--- src/rtl/quad_encoder_decoder.sv ---
// Quadrature encoder front end: synchronise, debounce and decode A/B into a signed
// position counter, plus a debounced push button with a press strobe.

module qed_debounce #(
   parameter int W          = 1,
   parameter int DEB_CYCLES = 4,
   parameter bit PRIME      = 1'b0
) (
   input  logic         clk,
   input  logic         rst_n,
   input  logic [W-1:0] raw_i,
   output logic [W-1:0] filt_o,
   output logic [W-1:0] prev_o,
   output logic         upd_o
);
   localparam int CW = (DEB_CYCLES > 1) ? $clog2(DEB_CYCLES) : 1;
   localparam logic [CW-1:0] LAST = CW'(DEB_CYCLES - 1);

   logic [W-1:0]  s1_q, s2_q, s3_q;
   logic [W-1:0]  filt_q, filt_d;
   logic [W-1:0]  prev_q, prev_d;
   logic [CW-1:0] cnt_q, cnt_d;
   logic          primed_q, primed_d;
   logic          upd_q, upd_d;

   // s3_q is the previous synced value; a change there restarts the filter window
   always_comb begin
      cnt_d    = '0;
      filt_d   = filt_q;
      prev_d   = prev_q;
      primed_d = primed_q;
      upd_d    = 1'b0;
      if (((s2_q != filt_q) || !primed_q) && (s2_q == s3_q)) begin
         if (cnt_q == LAST) begin
            filt_d   = s2_q;
            prev_d   = filt_q;
            primed_d = 1'b1;
            upd_d    = primed_q;
         end else begin
            cnt_d = cnt_q + 1'b1;
         end
      end
   end

   always_ff @(posedge clk) begin
      if (!rst_n) begin
         s1_q     <= '0;
         s2_q     <= '0;
         s3_q     <= '0;
         filt_q   <= '0;
         prev_q   <= '0;
         cnt_q    <= '0;
         primed_q <= !PRIME;
         upd_q    <= 1'b0;
      end else begin
         s1_q     <= raw_i;
         s2_q     <= s1_q;
         s3_q     <= s2_q;
         filt_q   <= filt_d;
         prev_q   <= prev_d;
         cnt_q    <= cnt_d;
         primed_q <= primed_d;
         upd_q    <= upd_d;
      end
   end

   assign filt_o = filt_q;
   assign prev_o = prev_q;
   assign upd_o  = upd_q;
endmodule

module quad_encoder_decoder #(
   parameter int CNT_W      = 16,
   parameter int DEB_CYCLES = 1_000_000,
   parameter int RES        = 4,
   parameter int SATURATE   = 0
) (
   input  logic                    clk,
   input  logic                    rst_n,
   input  logic                    enc_a,
   input  logic                    enc_b,
   input  logic                    enc_btn,
   input  logic                    clr,
   input  logic                    load,
   input  logic signed [CNT_W-1:0] load_val,
   input  logic                    err_clr,
   output logic signed [CNT_W-1:0] count,
   output logic                    dir,
   output logic                    step,
   output logic                    err,
   output logic                    btn_db,
   output logic                    btn_press
);
   localparam int RES_EFF = (RES == 1 || RES == 2) ? RES : 4;
   localparam logic signed [CNT_W-1:0] CMAX = {1'b0, {(CNT_W-1){1'b1}}};
   localparam logic signed [CNT_W-1:0] CMIN = {1'b1, {(CNT_W-1){1'b0}}};

   logic [1:0] ab_filt, ab_prev;
   logic       ab_upd;
   logic       btn_filt, btn_prev, btn_upd;

   qed_debounce #(.W(2), .DEB_CYCLES(DEB_CYCLES), .PRIME(1'b1)) u_ab (
      .clk    (clk),
      .rst_n  (rst_n),
      .raw_i  ({enc_a, enc_b}),
      .filt_o (ab_filt),
      .prev_o (ab_prev),
      .upd_o  (ab_upd)
   );

   qed_debounce #(.W(1), .DEB_CYCLES(DEB_CYCLES), .PRIME(1'b0)) u_btn (
      .clk    (clk),
      .rst_n  (rst_n),
      .raw_i  (enc_btn),
      .filt_o (btn_filt),
      .prev_o (btn_prev),
      .upd_o  (btn_upd)
   );

   logic [3:0]              trans;
   logic                    fwd, rev, ill;
   logic                    fwd_cnt, rev_cnt;
   logic signed [CNT_W-1:0] count_q, count_d, stepped;
   logic                    dir_q, dir_d;
   logic                    step_q, step_d;
   logic                    err_q, err_d;

   assign trans = {ab_prev, ab_filt};

   always_comb begin
      fwd = 1'b0;
      rev = 1'b0;
      ill = 1'b0;
      if (ab_upd) begin
         case (trans)
            4'b0001, 4'b0111, 4'b1110, 4'b1000: fwd = 1'b1;
            4'b0010, 4'b1011, 4'b1101, 4'b0100: rev = 1'b1;
            4'b0011, 4'b1100, 4'b0110, 4'b1001: ill = 1'b1;
            default: ;
         endcase
      end
   end

   // Lower resolutions count only on the gray edges nearest the 00 detent
   assign fwd_cnt = fwd && ((RES_EFF == 4) || (trans == 4'b1000) ||
                            ((RES_EFF == 2) && (trans == 4'b0111)));
   assign rev_cnt = rev && ((RES_EFF == 4) || (trans == 4'b0010) ||
                            ((RES_EFF == 2) && (trans == 4'b1101)));

   always_comb begin
      stepped = count_q;
      if (fwd_cnt) begin
         stepped = ((SATURATE != 0) && (count_q == CMAX)) ? count_q : count_q + 1'b1;
      end else if (rev_cnt) begin
         stepped = ((SATURATE != 0) && (count_q == CMIN)) ? count_q : count_q - 1'b1;
      end
      if (clr)       count_d = '0;
      else if (load) count_d = load_val;
      else           count_d = stepped;
      step_d = fwd_cnt | rev_cnt;
      dir_d  = fwd_cnt ? 1'b1 : (rev_cnt ? 1'b0 : dir_q);
      err_d  = ill ? 1'b1 : (err_clr ? 1'b0 : err_q);
   end

   always_ff @(posedge clk) begin
      if (!rst_n) begin
         count_q <= '0;
         dir_q   <= 1'b0;
         step_q  <= 1'b0;
         err_q   <= 1'b0;
      end else begin
         count_q <= count_d;
         dir_q   <= dir_d;
         step_q  <= step_d;
         err_q   <= err_d;
      end
   end

   assign count     = count_q;
   assign dir       = dir_q;
   assign step      = step_q;
   assign err       = err_q;
   assign btn_db    = btn_filt;
   // upd is high only in the first cycle of a new filtered level
   assign btn_press = btn_upd & btn_filt & ~btn_prev;
endmodule

--- config.mk ---
export PLATFORM = sky130hd
export DESIGN_NAME = quad_encoder_decoder
export DESIGN_NICKNAME = d
export VERILOG_FILES = /design/src/rtl/quad_encoder_decoder.sv
export SDC_FILE = /design/constraint.sdc
export NUM_CORES = 1
export LEC_CHECK = 0
export ABC_AREA = 1
export CAP_MARGIN = 20
export CORE_ASPECT_RATIO = 0.75
export CORE_MARGIN = 2
export CORE_UTILIZATION = 47
export DETAILED_ROUTE_END_ITERATION = 6
export PLACE_DENSITY = 0.67
export SYNTH_ARGS = -nofsm -noshare
export SYNTH_HDL_FRONTEND = slang
export SYNTH_HIERARCHICAL = 1
export SYNTH_SLANG_ARGS = --single-unit
--- constraint.sdc ---
create_clock -name clk -period 2.9 [get_ports clk]
set_input_delay 0.29 -clock clk [delete_from_list [all_inputs] [get_ports clk]]
set_output_delay 0.29 -clock clk [all_outputs]
set_load 0.05 [all_outputs]
* Word-level counts from Yosys, hierarchy flattened
Cells that the tools add are included.
W data, S select, Z words.
** Storage, ports and cells
- Bits in latches :: 0
- Input bits :: 24
- Register bits :: 77
- Word-level logic and storage cells :: 78
- Output and inout bits :: 21
- ROM bits :: 0
- Bits in writable memories :: 0
- Memories kept :: 0
** Cells by class
- Equality and inequality tests :: 18
- Bitwise logic cells :: 7
- Mux-type cells :: 13
- Add/sub/neg operators :: 4
- Div/mod/pow operators :: 0
- Order comparisons :: 0
- Reduce and logical (&&, ||, !) cells :: 17
- Multipliers :: 0
- Shift operators :: 0
** Operator list (count)
- $mux W16 :: 3
- $add A20 B1 Y20 const B :: 2
- $eq A20 B20 Y1 const B :: 2
- $eq A4 B4 Y1 const B :: 6
- $add A16 B1 Y16 const B :: 1
- $sub A16 B1 Y16 const B :: 1
- $eq A4 B3 Y1 const B :: 3
- $reduce_or A4 Y1 :: 3
- $mux W1 :: 10
- $eq A4 B2 Y1 const B :: 2
- $reduce_and A3 Y1 :: 2
- $reduce_or A3 Y1 :: 2
- $eq A4 B1 Y1 const B :: 1
- $not A1 Y1 :: 4
- $reduce_and A2 Y1 :: 2
- $reduce_bool A2 Y1 :: 2
- $reduce_bool A3 Y1 :: 1
- $and A1 B1 Y1 :: 2
- $eq A2 B2 Y1 :: 1
- $logic_and A1 B1 Y1 :: 2
- $ne A2 B2 Y1 :: 1
- $reduce_or A2 Y1 :: 1
- $eq A1 B1 Y1 :: 1
- $logic_not A1 Y1 :: 1
- 3 further kinds :: 3

* Longest topological paths before layout
- Word-level depth :: 7
- Depth in mapped cells :: 15
- Mapped depth without buffers :: 15

* Hierarchy
The synthesis kept the hierarchy.
** By module, submodules not included
- quad_encoder_decoder :: seq. area each 380.4 µm², instances 1, cells an instance 307, area each 1908.1 µm²
- qed_debounce (u_ab) :: seq. area each 640.6 µm², instances 1, cells an instance 226, area each 1592.8 µm²
- qed_debounce (u_btn) :: seq. area each 520.5 µm², instances 1, cells an instance 183, area each 1322.5 µm²

* Least setup slack after synthesis
No wires, ideal clock.
- Kind :: flip-flop to flip-flop
- Start :: reg u_ab.filt_q[0] (netlist: u_ab/filt_o[0])
- End :: reg count_q[5] (netlist: count[5])
- Required time :: 2.777 ns
- Data arrival time :: 1.963 ns
- Clock period less this slack :: 2.085 ns
- Path buffers :: 0
- Library setup time :: 0.123 ns
- Cell stages (with the launch flop) :: 11
- Setup slack :: 0.815 ns
- Path through :: dfxtp_1 -> nand2_1 -> nand2_2 -> nand3_4 -> ha_1 -> or2_2 -> nand3b_1 -> nand2_1 -> xor2_1 -> a21oi_1 -> nor2_1
** On the way
- Word-level cells in the longest chain between the ends :: 6
- Elaborated cells on any way between the ends :: 17
- Those cells by class :: eq/ne: 8; mux: 6; reduce/logical: 3
** RTL lines
- start: declaration :: line 20 : logic [W-1:0] filt_q, filt_d;
- start signal: assignment :: line 59 : filt_q <= filt_d;
- $eq A4 B1 Y1, or another cell as far along :: line 135 : case (trans)
- $reduce_or A4 Y1 :: line 135
- $mux W1 :: line 135
- $mux W1 :: line 134 : if (ab_upd) begin
- $mux W16 :: line 152 : if (fwd_cnt) begin
- $mux W16 :: line 158 : else if (load) count_d = load_val;
- end signal: assignment :: line 172 : count_q <= count_d;
- end: declaration :: line 123 : logic signed [CNT_W-1:0] count_q, count_d, stepped;
Several ways; a longest one is shown, not always the timed one.
A chain may end at the register's enable or synchronous reset.

* Final worst setup path
- Start :: reg u_ab.filt_q[1] (netlist: u_ab/filt_o[1])
- End :: reg count_q[13] (netlist: count[13])
Same word-level chain as after synthesis.

==> run_results.csv <==
group,metric,value,unit
global_route,grt_max_degree,23,
yosys,synth-adder-area-share,5.08,%
hold_path,min_to,"u_btn/s2_q",
yosys,synth_area,4820,um^2
yosys,synth_xor_area_share,5.08,%
layout,n_antenna_cell,0,
yosys,synthMuxAreaShare,0,%
yosys,yosysUniqueCellTypes,37,
pwr,p_leak,2.37,nW
floorplan,start_util,49.2,%
place,io_buffers,44,
hold_path,worstHoldPathCells,2,
worst_setup_path,cp_common_cell,"nand2_1",
pwr,switching_share,26.9,%
outcome,outcome,"finished, final reports clean",
yosys,ys_warn_count,6,
yosys,synth_top_family_by_area,"simple AND/OR/NAND/NOR gates",
routing,post-route-drc-count,0,
routing,viasPerCell,5.01,
routing,wl_per_cell,12.5,um
sta,setup_ws,455,ps
worst_setup_path,endpoint_kind,"register",
clock_network,cts_sinks,77,
worst_setup_path,crit_type,"register to register",
floorplan,die_h,91.7,um
place,place_inst,887,
pwr,power.internal,1.77,mW
worst_setup_path,crit_buf_inv,0,
place,dp_slack,497,ps
floorplan,die_area,11100,um^2
pwr,design_power_total,2.42,mW
floorplan,core,9810,um^2
worst_setup_path,path_cells,"nand2_1 -> nand2_2 -> nand3_4 -> ha_1 -> or2_2 -> nand3b_1 -> nand2_1 -> nand2_1 -> nand3b_1 -> nand3_1 -> a21oi_1",
sta,period_needed,2450,ps
yosys,synth.most_common_cell,"nand2_1",
routing,dr.first_iter.drc_count,247,
layout,drive_above_1_share,11.8,%
floorplan,fp-row-count,31,
yosys,yosysTopAreaCellShare,32.0,%
routing,via_count,4528,
global_route,grt.overflow.total,0,
routing,firstDrtPassIters,5,
clock_network,cts_tree,"built",
pwr,p_switching,0.652,mW
worst_setup_path,reg2reg_slack,460,ps
pwr,power.density,429,nW/um^2
routing,totalWireLength,11300,um
run,drv_cap,0,
yosys,syn_inst,716,
worst_setup_path,arrival,2620,ps
clock_network,htreeDepth,3,
pwr,clockPowerShare,41.8,%
sta,fmax,409,MHz
yosys,syn-num-nets,759,
yosys,synthSimpleGateAreaFrac,40.5,%
yosys,yosysTopAreaCell,"dfxtp_1",
clock_network,cts_resized,0,
worst_setup_path,cp.required,3070,ps
global_route,grt_pass1_wl,19500,um
worst_setup_path,r2r_cells,11,
sta,rsz0062_at_grt,"no",
floorplan,die_w,121,um
global_route,grt_use_total,21.8,%
hold_path,hp-class,"register to register",
worst_setup_path,r2r_end,"count[13]",
layout,instances_no_fill,903,
floorplan,ios,45,
worst_setup_path,cp_slowest_cell,"dfxtp_1",
routing,ant_nets,0,
clock_network,numCtsBuffers,9,
sta,worst_slew_pin_slew,885,ps
place,gp_congestion,0.948,
clock_network,cts_setup_buffers,0,
worst_setup_path,slowest_delay,450,ps
layout,fin_area,5640,um^2
layout,nFillCells,976,
hold_path,hp-start,"u_btn/s1_q",
clock_network,clk_pin_slew,60,ps
yosys,synth_edf_count,0,
clock_network,clockBufferDepth,2,
sta,drv_slew,0,
pwr,p_comb_share,13.2,%
yosys,synth.avg_cell_area,6.74,um^2
sta,fin_worst_skew,6.10,ps
clock_network,insertion_delay,340,ps
place,dp_hpwl,8440,um
sta,fin_crit_sh,84.3,%
clock_network,cts_hold_buf,0,
sta,whs,410,ps
layout,final_core_util,57.5,%
global_route,grt_pass1_vias,4129,
worst_setup_path,crit_family,"simple AND/OR/NAND/NOR gates",
sta,finalSetupTns,0,ps
clock_network,cts_root_buffer,"clkbuf_16",
place,postPlaceCellArea,5380,um^2
yosys,synthFlopType,"dfxtp_1",
yosys,yosysSeqAreaShare,32.0,%
yosys,yosys_register_bits,77,
yosys,synth.area.top_cells,"dfxtp_1 32%, nand2_1 15%, inv_1 8.1%, nor2_1 6.9%, nand3_1 5.0%",
sta,setup_viol,0,
worst_setup_path,crit_fanout,22,
worst_setup_path,timing.rr.start,"u_ab/filt_o[1]",
sta,hold_viol,0,
layout,syn_to_final_growth,17.0,%
pwr,power_frac_seq,45.0,%
yosys,synthArstFlopShare,0,%
yosys,synth_compound_area_share,7.44,%
yosys,synthTopCellsByCount,"193 x nand2_1, 104 x inv_1, 89 x nor2_1",
global_route,antenna_found_initial,0,
worst_setup_path,critPathLaunchType,"register",
sta,relSlewSlack,41.0,%
layout,nNetsFinal,809,
pwr,peakVddDrop,0.331,mV
-- worst reg2reg max path: stages (launching register included) --
cell      delay, ps
dfxtp_1         450
nand2_1         100
nand2_2         120
nand3_4         270
ha_1            460
or2_2           320
nand3b_1        100
nand2_1         110
nand2_1         110
nand3b_1         90
nand3_1          90
a21oi_1          60
-- kinds of logic (layout without fill, tap and decap cells) --
logic type | count (synthesis) | count (layout)
compound gates | 57 | 57
buf+inv | 117 | 172
flops | 77 | 77
simple gates | 418 | 418
xor+xnor | 28 | 28
fa+ha+maj | 19 | 19
-- cell type report --
| cell class | instances | area [um^2] | area share, % |
|---|---|---|---|
| clock buffers | 11 | 233 | 4.13 |
| clock inverters | 5 | 27.5 | 0.488 |
| inverters | 110 | 418 | 7.41 |
| multi-input cells | 522 | 2800 | 49.7 |
| flip-flops and latches | 77 | 1540 | 27.3 |
| well taps | 132 | 165 | 2.93 |
| repair buffers | 46 | 455 | 8.07 |
-- state kept, by name (all words and copies together), names as in the netlist, 2 cells and up --
name	count
u_btn/cnt_q	20
u_ab/cnt_q	20
u_ab/s3_q	2
u_ab/s2_q	2
u_ab/s1_q	2
u_ab/filt_o	2
u_ab/prev_o	2
count	16
-- cell usage in the layout (no fill, tap or decap), types with 3 or more instances in the layout --
cell type        instances
clkbuf_16                9
dfxtp_1                 77
nand3_4                  4
a21boi_2                 3
inv_2                    4
xnor2_1                 10
nand4_1                 14
a21oi_1                 35
nand2_2                 16
ha_1                    18
nor3_1                   8
a21oi_2                 10
or2_2                    4
nand3b_1                 5
nor2_1                  89
nand3_1                 48
or2_0                    4
nand3_2                  3
nand2_1                193
clkinv_2                 4
clkdlybuf4s50_1         44
a21boi_0                 4
xor2_1                  18
nor2_2                  19
nor2_4                   9
inv_1                  104
-- metal layers --
layer  wire length, um  GRT usage, %
met1              5710          31.1
met2              4900          33.1
met3               602          3.98
met4               109          6.98
met5                 0             0
-- worst max path at each step --
stage | startpoint | end | cells past startpoint
floorplan | u_ab/filt_o[0] | count[5] | 10
global placement | u_ab/filt_o[0] | count[11] | 11
detailed placement | u_ab/filt_o[1] | count[13] | 11
CTS | u_ab/filt_o[1] | count[13] | 12
global route | u_ab/filt_o[1] | count[15] | 13
finish | u_ab/filt_o[1] | count[13] | 11
-- power groups by stage --
stage / Sequential (mW) / Combinational, mW / Clock (mW)
5_1_grt: 1.09 / 0.357 / 1.09
2_1_floorplan: 1.14 / 0.198 / 0
3_3_place_gp: 1.11 / 0.308 / 0
3_5_place_dp: 1.11 / 0.314 / 0
4_1_cts: 1.09 / 0.315 / 1.05
6_report: 1.09 / 0.319 / 1.01
Note: power is estimated with default switching activity, not from simulation.
